===== src/rtl/ls_l_iter_if.sv =====
// Operand/result handshake bundle for the iterative left shifter.
// The master drives operands and takes results; the slave is the shifter.
interface ls_l_iter_if #(
    parameter int WIDTH = 32,
    parameter int SHW   = 5
);
    logic             in_valid;
    logic             in_ready;
    logic [WIDTH-1:0] indata;
    logic [SHW-1:0]   shift;
    logic             out_valid;
    logic             out_ready;
    logic [WIDTH-1:0] outdata;

    modport master (
        output in_valid, indata, shift, out_ready,
        input  in_ready, out_valid, outdata
    );

    modport slave (
        input  in_valid, indata, shift, out_ready,
        output in_ready, out_valid, outdata
    );
endinterface


===== src/rtl/ls_l_iter.sv =====
// Iterative logical left shifter: one power-of-two stage per clock
// (2**(SHW-1) down to 1), operand in and result out over valid/ready.
// WIDTH must equal 2**SHW.
module ls_l_iter #(
    parameter int WIDTH = 32,
    parameter int SHW   = 5
) (
    input  logic       clk,
    input  logic       rst,
    ls_l_iter_if.slave bus,
    output logic       busy
);
    localparam int KW = (SHW > 1) ? $clog2(SHW) : 1;

    typedef enum logic [1:0] {IDLE, SHIFT, DONE} state_t;

    state_t           state;
    state_t           state_next;
    logic [WIDTH-1:0] acc;
    logic [SHW-1:0]   amt;
    logic [KW-1:0]    k;
    logic             out_valid;
    logic             accept;
    logic [WIDTH-1:0] stage_result;

    // Reset wins over an offered operand because in_ready is forced low.
    assign bus.in_ready  = (state == IDLE) && !rst;
    assign accept        = bus.in_valid && bus.in_ready;
    assign busy          = (state != IDLE);
    assign bus.out_valid = out_valid;
    assign bus.outdata   = acc;

    // Current stage: shift by 2**k only when that bit of the amount is set.
    always_comb begin
        stage_result = acc;
        if (amt[k]) begin
            stage_result = acc << (1 << k);
        end
    end

    // State register.
    always_ff @(posedge clk) begin
        // NOTE: sequential state uses non-blocking assignments so every
        // register samples pre-edge values regardless of statement order.
        if (rst) begin
            state <= IDLE;
        end else begin
            state <= state_next;
        end
    end

    // Next-state logic: accept -> five stages -> hold until taken.
    always_comb begin
        // NOTE: default first so no path through the case leaves
        // state_next unassigned, which would infer a latch.
        state_next = state;
        case (state)
            IDLE:    if (accept)                      state_next = SHIFT;
            SHIFT:   if (k == '0)                     state_next = DONE;
            DONE:    if (bus.out_ready)               state_next = IDLE;
            default:                                  state_next = IDLE;
        endcase
    end

    // Datapath: capture on accept, one stage per SHIFT cycle, flag result.
    always_ff @(posedge clk) begin
        if (rst) begin
            acc       <= '0;
            amt       <= '0;
            k         <= '0;
            out_valid <= 1'b0;
        end else begin
            case (state)
                IDLE: begin
                    if (accept) begin
                        acc <= bus.indata;
                        amt <= bus.shift;
                        k   <= KW'(SHW - 1);
                    end
                end
                SHIFT: begin
                    acc <= stage_result;
                    if (k == '0) begin
                        out_valid <= 1'b1;
                    end else begin
                        k <= k - 1'b1;
                    end
                end
                DONE: begin
                    if (bus.out_ready) begin
                        out_valid <= 1'b0;
                    end
                end
                default: begin
                    out_valid <= 1'b0;
                end
            endcase
        end
    end
endmodule


===== src/flat_wrapper.sv =====
// flat-port wrapper written by rule: the top's interface ports become plain ports
module ls_l_iter_flat 
#(
    parameter int WIDTH = 32,
    parameter int SHW   = 5
)
  (clk, rst, busy, bus_in_valid, bus_indata, bus_shift, bus_out_ready, bus_in_ready, bus_out_valid, bus_outdata);
  ls_l_iter_if #(.WIDTH(WIDTH), .SHW(SHW)) bus_i ();
  input  logic clk;
  input  logic rst;
  output logic busy;
  input wire logic [$bits(bus_i.in_valid)-1:0] bus_in_valid;
  input wire logic [$bits(bus_i.indata)-1:0] bus_indata;
  input wire logic [$bits(bus_i.shift)-1:0] bus_shift;
  input wire logic [$bits(bus_i.out_ready)-1:0] bus_out_ready;
  output wire logic [$bits(bus_i.in_ready)-1:0] bus_in_ready;
  output wire logic [$bits(bus_i.out_valid)-1:0] bus_out_valid;
  output wire logic [$bits(bus_i.outdata)-1:0] bus_outdata;
  assign bus_i.in_valid = bus_in_valid;
  assign bus_i.indata = bus_indata;
  assign bus_i.shift = bus_shift;
  assign bus_i.out_ready = bus_out_ready;
  assign bus_in_ready = bus_i.in_ready;
  assign bus_out_valid = bus_i.out_valid;
  assign bus_outdata = bus_i.outdata;
  ls_l_iter #(.WIDTH(WIDTH), .SHW(SHW)) u_core (.clk(clk), .rst(rst), .bus(bus_i), .busy(busy));
endmodule

===== config.mk =====
export PLATFORM = sky130hd
export DESIGN_NAME = ls_l_iter_flat
export DESIGN_NICKNAME = d
export VERILOG_FILES = /design/src/rtl/ls_l_iter_if.sv /design/src/rtl/ls_l_iter.sv /design/src/flat_wrapper.sv
export SDC_FILE = /design/constraint.sdc
export NUM_CORES = 1
export LEC_CHECK = 0
export CAP_MARGIN = 10
export CORE_AREA = 3 3 109 111
export CTS_CLUSTER_SIZE = 8
export DETAILED_ROUTE_END_ITERATION = 16
export DIE_AREA = 0 0 112 114
export SLEW_MARGIN = 20
export SYNTH_ARGS = -nofsm -noshare
export SYNTH_HDL_FRONTEND = slang
export SYNTH_SLANG_ARGS = --single-unit
export TNS_END_PERCENT = 10

===== constraint.sdc =====
create_clock -name clk -period 2.7 [get_ports clk]
set_input_delay 0.54 -clock clk [delete_from_list [all_inputs] [get_ports clk]]
set_output_delay 0.54 -clock clk [all_outputs]
set_load 0.1 [all_outputs]

# Word-level counts from Yosys, hierarchy flattened

Cells that the tools add are included.

Flip-flop bits (word level): 43
Input bits: 41
Word-level logic and storage cells: 44

Add/subtract/negate cells: 1
Magnitude comparators: 1
Eq/ne operators: 7
Shift operators: 2
Multiplexer cells: 15
Bitwise gates (word level): 1
Reductions and logical operators: 12

Operators by type and width:

| cell                   | number |
|---|---|
| $mux W32               | 2 |
| $pmux W32 S2           | 1 |
| $shl A1 B3 Y32 const A | 1 |
| $shl A32 B32 Y32       | 1 |
| $reduce_and A3 Y1      | 4 |
| $mux W2                | 3 |
| $mux W3                | 2 |
| $ne A2 B1 Y1 const B   | 3 |
| $pmux W2 S3            | 1 |
| $pmux W3 S2            | 1 |
| $lt A3 B4 Y1 const B   | 1 |
| $ne A2 B2 Y1 const B   | 2 |
| $reduce_bool A2 Y1     | 2 |
| $bmux W1 S3            | 1 |
| $logic_not A3 Y1       | 1 |
| $mux W1                | 3 |
| $pmux W1 S3            | 1 |
| $sub A3 B1 Y3 const B  | 1 |
| $eq A2 B1 Y1 const B   | 1 |
| $eq A2 B2 Y1 const B   | 1 |
| $logic_and A1 B1 Y1    | 2 |
| $logic_not A2 Y1       | 1 |
| $reduce_and A2 Y1      | 1 |
| $logic_not A1 Y1       | 1 |
| $not A1 Y1             | 1 |

# Longest topological paths before layout

Gate-level depths: netlist of run 1.

Depth after elaboration: 5
Gate-level depth with buffers: 12
Mapped depth without buffers: 8

# Worst setup path before layout of run 1

OpenSTA, ideal clock, no wires.

Path kind: flip-flop to flip-flop
Start: reg u_core.state[1]
End: reg u_core.k[1]
Setup time: 0.128 ns
Arrival: 2.968 ns
Data required time: 2.572 ns
Setup slack: -0.396 ns
Cell stages (with the launch flop): 6
Buffers on the path: 0
Period minus slack after synthesis: 3.096 ns
Cells stage by stage: dfxtp_1 > or2_2 > nor2_1 > nand2_1 > a31oi_1 > nor2_1

Cells in the longest elaborated chain, start to end: 5
Elaborated cells on any way between the ends: 9
Classes of those cells: 3 x eq/ne; 1 x mux; 5 x reduce/logical

RTL lines:

| what                        | line               | RTL |
|---|---|---|
| from (decl)                 | ls_l_iter.sv:17    | `state_t state;` |
| from (signal assigned)      | ls_l_iter.sv:48    | `state <= state_next;` |
| $logic_not A2 Y1            | ls_l_iter.sv:27    | `assign bus.in_ready = (state == IDLE) && !rst;` |
| $logic_and A1 B1 Y1         | ls_l_iter.sv:27    |  |
| net bus_in_ready            | flat_wrapper.sv:16 | `output wire logic [$bits(bus_i.in_ready)-1:0] bus_in_ready;` |
| $logic_and A1 B1 Y1         | ls_l_iter.sv:28    | `assign accept = bus.in_valid && bus.in_ready;` |
| $ne A2 B1 Y1 (no line)      | -                  |  |
| $reduce_and A3 Y1 (no line) | -                  |  |
| to (signal assigned)        | ls_l_iter.sv:78    | `k <= KW'(SHW - 1);` |
| to (signal assigned)        | ls_l_iter.sv:86    | `k <= k - 1'b1;` |
| to (decl)                   | ls_l_iter.sv:21    | `logic [KW-1:0] k;` |

The timed path passes the listed nets, and every way through them passes these cells.
A chain may end at the register's enable or synchronous reset.

# Worst setup path in the final report of run 1

Start: reg u_core.k[1]
End: reg u_core.acc[17], in the netlist u_core.bus.outdata[17]

Cells in the longest elaborated chain, start to end: 4
Elaborated cells on any way between the ends: 8
Classes of those cells: 1 x eq/ne; 2 x shift; 4 x mux; 1 x reduce/logical

RTL lines:

| what                                                     | line                             | RTL |
|---|---|---|
| $shl A1 B3 Y32 / $bmux W1 S3 (equally long branches)     | ls_l_iter.sv:37, ls_l_iter.sv:36 |  |
| $shl A32 B32 Y32 / $mux W1 (equally long branches)       | ls_l_iter.sv:37, ls_l_iter.sv:36 |  |
| $mux W32 / $ne A2 B1 Y1 (equally long branches)          | -                                |  |
| $pmux W32 S2 / $reduce_and A3 Y1 (equally long branches) | -                                |  |
| to (signal assigned)                                     | ls_l_iter.sv:76                  | `acc <= bus.indata;` |
| to (signal assigned)                                     | ls_l_iter.sv:82                  | `acc <= stage_result;` |
| to (decl)                                                | ls_l_iter.sv:19                  | `logic [WIDTH-1:0] acc;` |

Parallel ways exist; a longest one is shown, timed or not. The select of a mux whose other input is x is not followed.

==> flow_metrics.tcl, run 1 <==
set metrics [dict create \
    status "finished clean" \
    cts_sinks 43 \
    p_clk_share_pct 12.6 \
    post_drt_via_cell_ratio 6.37 \
    clkLatencyLatePin_ps 330 \
    period_share_pct 93.7 \
    stdcell_area_um2 5640 \
    irDropWorstVdd_uv 313 \
    grt_first_pass_wirelength_um 30600 \
    vias 5310 \
    synth.most_common_cell "a21oi_1" \
    seqPwrFrac_pct 26.2 \
    synthArstFlopShare_pct 0 \
    fp.dieArea_um2 12800 \
    std_cell_rows 38 \
    finalWirelength_um 19800 \
    setup_viol_count_final 0 \
    syn_nets 644 \
    root_buffer "clkbuf_8" \
    p_sw_w 0.00198 \
    crit_start "u_core.k[1]$_SDFFE_PP0P_" \
    core_um2 10900 \
    track_usage_pct 30.6 \
    maxCapViolations 0 \
    seq_area_um2 861 \
    dpl-instance-area_um2 5530 \
    netSwitchingFraction_pct 54.0 \
    finClkSkew_ps 12.4 \
    synth_top_cell_by_area "dfxtp_1" \
    multiInputGateArea_um2 3210 \
    grt_max_degree 40 \
    synth.area.top_cells "dfxtp_1 (20%), mux2i_1 (7.3%), a21oi_1 (7.2%), nor2_1 (5.2%), nand2_1 (4.9%)" \
    cts_buffers 5 \
    synth-edff-count 0 \
    intPower_w 0.00169 \
    detail-route-antenna-nets 0 \
    endpoint_kind "flip-flop" \
    syn-instance-count 598 \
    layout.nets 740 \
    synth_top_cell_area_share_pct 19.7 \
    pre_cts_ws_ps -71.7 \
    firstDrtPassIters 5 \
    antenna_found_initial 0 \
    io_pins 76 \
    drt_iter0_drc 569 \
    hold_class "flip-flop to flip-flop" \
    synth_seq_cells 43 \
    finalWorstSetupSlack_ps 169 \
    grt_overflow_total 0 \
    yosys_warnings 0 \
    post_cts_buffers 0 \
    die_height_um 114 \
    synth.top_cells.by_count "a21oi_1 (63), nor2_1 (61), nand2_1 (57)" \
    final-hold-violation-count 0 \
    fmax_mhz 395 \
    combPwrFrac_pct 61.2 \
    syn_to_final_growth_pct 28.9 \
    path_max_fanout 9 \
    critPathLaunchType "flip-flop" \
    synth.distinct_cells 67 \
    power_density_nw_per_um2 651 \
    syn_area_per_cell_um2 7.32 \
    grt_pass1_vias 5297 \
    drive_above_1_share_pct 22.2 \
    synth_flop_cell "dfxtp_1" \
    crit_arrival_ps 2750 \
    r2r_start "u_core.k[1]$_SDFFE_PP0P_" \
    post-route-util_pct 51.8 \
    hp-start "u_core.bus.out_valid$_SDFFE_PP0P_" \
    start_util_pct 40.2 \
    ys_seq_area_share_pct 19.7 \
    post-route-min-period_ps 2530 \
    drc 0 \
    p_leak_nw 2.26 \
    place.gp.congestion 1.02 \
    dp_hpwl_um 14700 \
    crit_type "flip-flop to flip-flop" \
    cts_max_level 2 \
    nFillCells 1084 \
    drv_slew 0 \
    worst_pin_slew_ps 727 \
    relSlewSlack_pct 50.9 \
    routedWlPerCell_um 23.7 \
    path_clk_slew_ps 90 \
    fin_setup_tns_ps 0 \
    clock_path_buffers 2 \
    cts_tree "built" \
    numPortBuffers 75 \
    synth_area_um2 4380 \
    diodes 0 \
    die_w_um 112 \
    rsz0062_at_grt "yes" \
    required_ps 2920 \
]
metrics by stage:
step / hold slack, ps / power [W] / std cells
floorplan: 445 / 0.00244 / 598
global placement: 445 / 0.00318 / 827
detailed placement: 457 / 0.00317 / 827
CTS: 473 / 0.00364 / 834
global route: 501 / 0.00385 / 834
finish: 467 / 0.00368 / 834
sequential cells by signal, indices dropped and copies added (netlist names):
signal and flops:
u_core.bus.outdata 32, u_core.amt 5, u_core.state 2, u_core.bus.out_valid 1, u_core.k 3
final timing paths:
check                                                            to  slack (ps)  cells after the start
worst max register to register  u_core.bus.outdata[17]$_SDFFE_PP0P_         170                     10
worst max-delay path            u_core.bus.outdata[17]$_SDFFE_PP0P_         170                     10
worst min register to register    u_core.bus.out_valid$_SDFFE_PP0P_         470                      2
worst min-delay path              u_core.bus.out_valid$_SDFFE_PP0P_         470                      2
placed cells by master (no fill, tap or decap), types with 13 or more instances in the layout:
cell type	netlist	final
nor2_1	61	59
nor3_1	16	16
buf_4	4	104
a21oi_1	63	63
nand2_1	57	57
a211oi_1	26	26
a31oi_1	13	13
mux2i_1	32	32
o21ai_0	25	25
clkdlybuf4s50_1	0	40
dfxtp_1	43	43
logic make-up (layout without fill, tap and decap cells):
family                   Yosys count  in the layout  share of synthesized area [%]
multiplexers                      47             47                           12.7
AND/OR/NAND/NOR                  208            208                           23.4
buffers and inverters             69            165                           7.86
flip-flops                        43             43                           19.7
AO/OA/AOI/OAI                    226            226                           35.0
adder cells (fa/ha/maj)            5              5                           1.43
layout make-up:
class	instances	share of cell area, %
clock buffers	6	1.46
clock inverters	1	0.0887
inverters	9	0.599
multi-input cells	486	56.9
flip-flops and latches	43	15.3
well taps	140	3.10
repair buffers	149	22.6
critical path, stage by stage, from the launching register on:
cell and delay [ps]:
dfxtp_1 330, inv_1 140, ha_1 520, clkinv_1 250
buf_4 240, nor2_1 220, buf_4 190, a2111oi_2 80
buf_4 160, a221oi_1 230, nor3_1 80
power by group through the flow:
stage | logic, W | registers [W] | clock network [W]
floorplan | 0.00100 | 0.00143 | 0
global placement | 0.00221 | 0.000964 | 0
detailed placement | 0.00221 | 0.000964 | 0
CTS | 0.00222 | 0.000950 | 0.000478
global route | 0.00238 | 0.000971 | 0.000493
finish | 0.00225 | 0.000962 | 0.000463
per-layer routing:
metal / wire (um) / vias to the layer above / GRT usage [%]
met5: 0 / - / 0
met4: 816 / 0 / 13.5
met3: 1720 / 61 / 5.73
met2: 9100 / 308 / 50.1
met1: 8120 / 2486 / 39.6
li1: - / 2455 / -
what timing repair did:
item	4_1_cts	5_1_grt
endpoints found under the setup margin	1	11
hold buffers	0	0
endpoints found under the hold margin	0	0
pin swaps	0	1
gates resized for setup	1	5
No activity file was read; power rests on OpenSTA's default activity.
==> run 2, diff against run 1 <==
--- a/config.mk
+++ b/config.mk
@@ -7,7 +7,7 @@
 export LEC_CHECK = 0
 export CAP_MARGIN = 10
 export CORE_AREA = 3 3 109 111
-export CTS_CLUSTER_SIZE = 8
+export CTS_CLUSTER_SIZE = 28
 export DETAILED_ROUTE_END_ITERATION = 16
 export DIE_AREA = 0 0 112 114
 export SLEW_MARGIN = 20
==> results of run 2 <==
No change in the layout: final DEF, timing and power equal those of run 1.
==> run 3, diff against run 2 <==
--- a/config.mk
+++ b/config.mk
@@ -6,10 +6,10 @@
 export NUM_CORES = 1
 export LEC_CHECK = 0
 export CAP_MARGIN = 10
-export CORE_AREA = 3 3 109 111
+export CORE_AREA = 3 3 100 121
 export CTS_CLUSTER_SIZE = 28
 export DETAILED_ROUTE_END_ITERATION = 16
-export DIE_AREA = 0 0 112 114
+export DIE_AREA = 0 0 103 124
 export SLEW_MARGIN = 20
 export SYNTH_ARGS = -nofsm -noshare
 export SYNTH_HDL_FRONTEND = slang
==> flow_metrics.tcl, run 3 (synthesis gave the netlist of run 1 again) <==
set metrics [dict create \
    final_cell_mix "buf_4 (130), a21oi_1 (63), nor2_1 (60)" \
    rsz0062_at_grt "no" \
    cts_sinks 43 \
    fp.dieArea_um2 12800 \
    crit_arrival_ps 2710 \
    routedWlPerCell_um 24.9 \
    setup_viol_count_final 0 \
    antenna_found_initial 0 \
    post-route-min-period_ps 2530 \
    track_usage_pct 33.6 \
    syn_to_final_growth_pct 35.8 \
    diodes 0 \
    layout.nets 768 \
    cts_hold_buf 0 \
    fin_setup_tns_ps 0 \
    cts_tree "built" \
    status "finished clean" \
    drc 0 \
    largest_reg_flops 32 \
    grt_overflow_total 0 \
    path_max_fanout 6 \
    post_drt_via_cell_ratio 6.45 \
    drive_above_1_share_pct 25.2 \
    vias 5519 \
    worst_pin_slew_ps 485 \
    post-route-util_pct 53.9 \
    grt_max_degree 37 \
    root_buffer "clkbuf_16" \
    drt_iter0_drc 420 \
    finalWirelength_um 21300 \
    cts_max_level 2 \
    final-hold-violation-count 0 \
    core_um2 11000 \
    finalWorstSetupSlack_ps 167 \
    final_common_cell "buf_4" \
    grt_pass1_vias 5301 \
    place.gp.congestion 0.976 \
    cts_buffers 5 \
    power_density_nw_per_um2 676 \
    critPathLaunchType "flip-flop" \
    hold_class "flip-flop to flip-flop" \
    drv_slew 0 \
    clock_path_buffers 2 \
    numPortBuffers 75 \
    detail-route-antenna-nets 0 \
    relSlewSlack_pct 66.8 \
    endpoint_kind "flip-flop" \
    p_leak_nw 2.44 \
    period_share_pct 93.8 \
    required_ps 2880 \
    dpl-instance-area_um2 5770 \
    stdcell_area_um2 5940 \
    fmax_mhz 395 \
    die_w_um 103 \
    dp_hpwl_um 16300 \
    start_util_pct 39.7 \
    finClkSkew_ps 5.56 \
    grt_first_pass_wirelength_um 32200 \
    io_pins 76 \
    crit_type "flip-flop to flip-flop" \
    finalPower_w 0.00402 \
    path_clk_slew_ps 70 \
    maxCapViolations 0 \
    die_height_um 124 \
    firstDrtPassIters 5 \
    irDropWorstVdd_uv 475 \
    pre_cts_ws_ps 52.4 \
    clkLatencyLatePin_ps 300 \
    std_cell_rows 42 \
]
[run 3: path summary, 6_finish.rpt]
| kind | slack [ps] | endpoint | cells after the start | start |
|---|---|---|---|---|
| min reg2reg | 480 | u_core.bus.out_valid$_SDFFE_PP0P_ | 2 | u_core.bus.out_valid$_SDFFE_PP0P_ |
| min | 480 | u_core.bus.out_valid$_SDFFE_PP0P_ | 2 | u_core.bus.out_valid$_SDFFE_PP0P_ |
| max reg2reg | 170 | u_core.bus.outdata[17]$_SDFFE_PP0P_ | 11 | u_core.k[1]$_SDFFE_PP0P_ |
| max | 170 | u_core.bus.outdata[17]$_SDFFE_PP0P_ | 11 | u_core.k[1]$_SDFFE_PP0P_ |
[run 3: layout make-up]
type / instances / area (um2)
multi-input cells: 486 / 3210
flip-flops and latches: 43 / 861
inverters: 9 / 33.8
clock buffers: 7 / 153
clock inverters: 1 / 7.51
fillers: 1079 / 5090
repair buffers: 177 / 1520
well taps: 132 / 165
[run 3: power by group]
group          internal (W)  switching [W]  total [W]
Sequential         0.000731       0.000169   0.000900
Clock              0.000394       0.000283   0.000677
Combinational      0.000840        0.00160    0.00244
Total               0.00197        0.00205    0.00402
[run 3: stage by stage]
stage,std cells,hold slack [ps]
4_1_cts,855,481
6_report,855,476
3_3_place_gp,847,449
3_5_place_dp,847,466
5_1_grt,855,503
2_1_floorplan,598,445
[run 3: per-layer routing]
metal / vias up / part of all wire [%] / global-route usage [%]
met1: 2602 / 39 / 43.1
met5: - / 0 / 0
li1: 2526 / - / -
met4: 0 / 5.5 / 17.2
met2: 318 / 49 / 54.9
met3: 73 / 6.8 / 4.15
[run 3: repair_timing]
item | in CTS | in global routing
setup endpoints to repair | 0 | 3
resized for setup | 0 | 4
buffers inserted | 0 | 0
[run 3: critical path, stage by stage (launching register included)]
cell and delay [ps]:
dfxtp_1 360, inv_1 150, ha_1 310, clkinv_1 150, buf_4 170, buf_4 160, nor2_1 350, buf_4 210
a2111oi_2 70, buf_4 140, a221oi_1 250, nor3_1 80
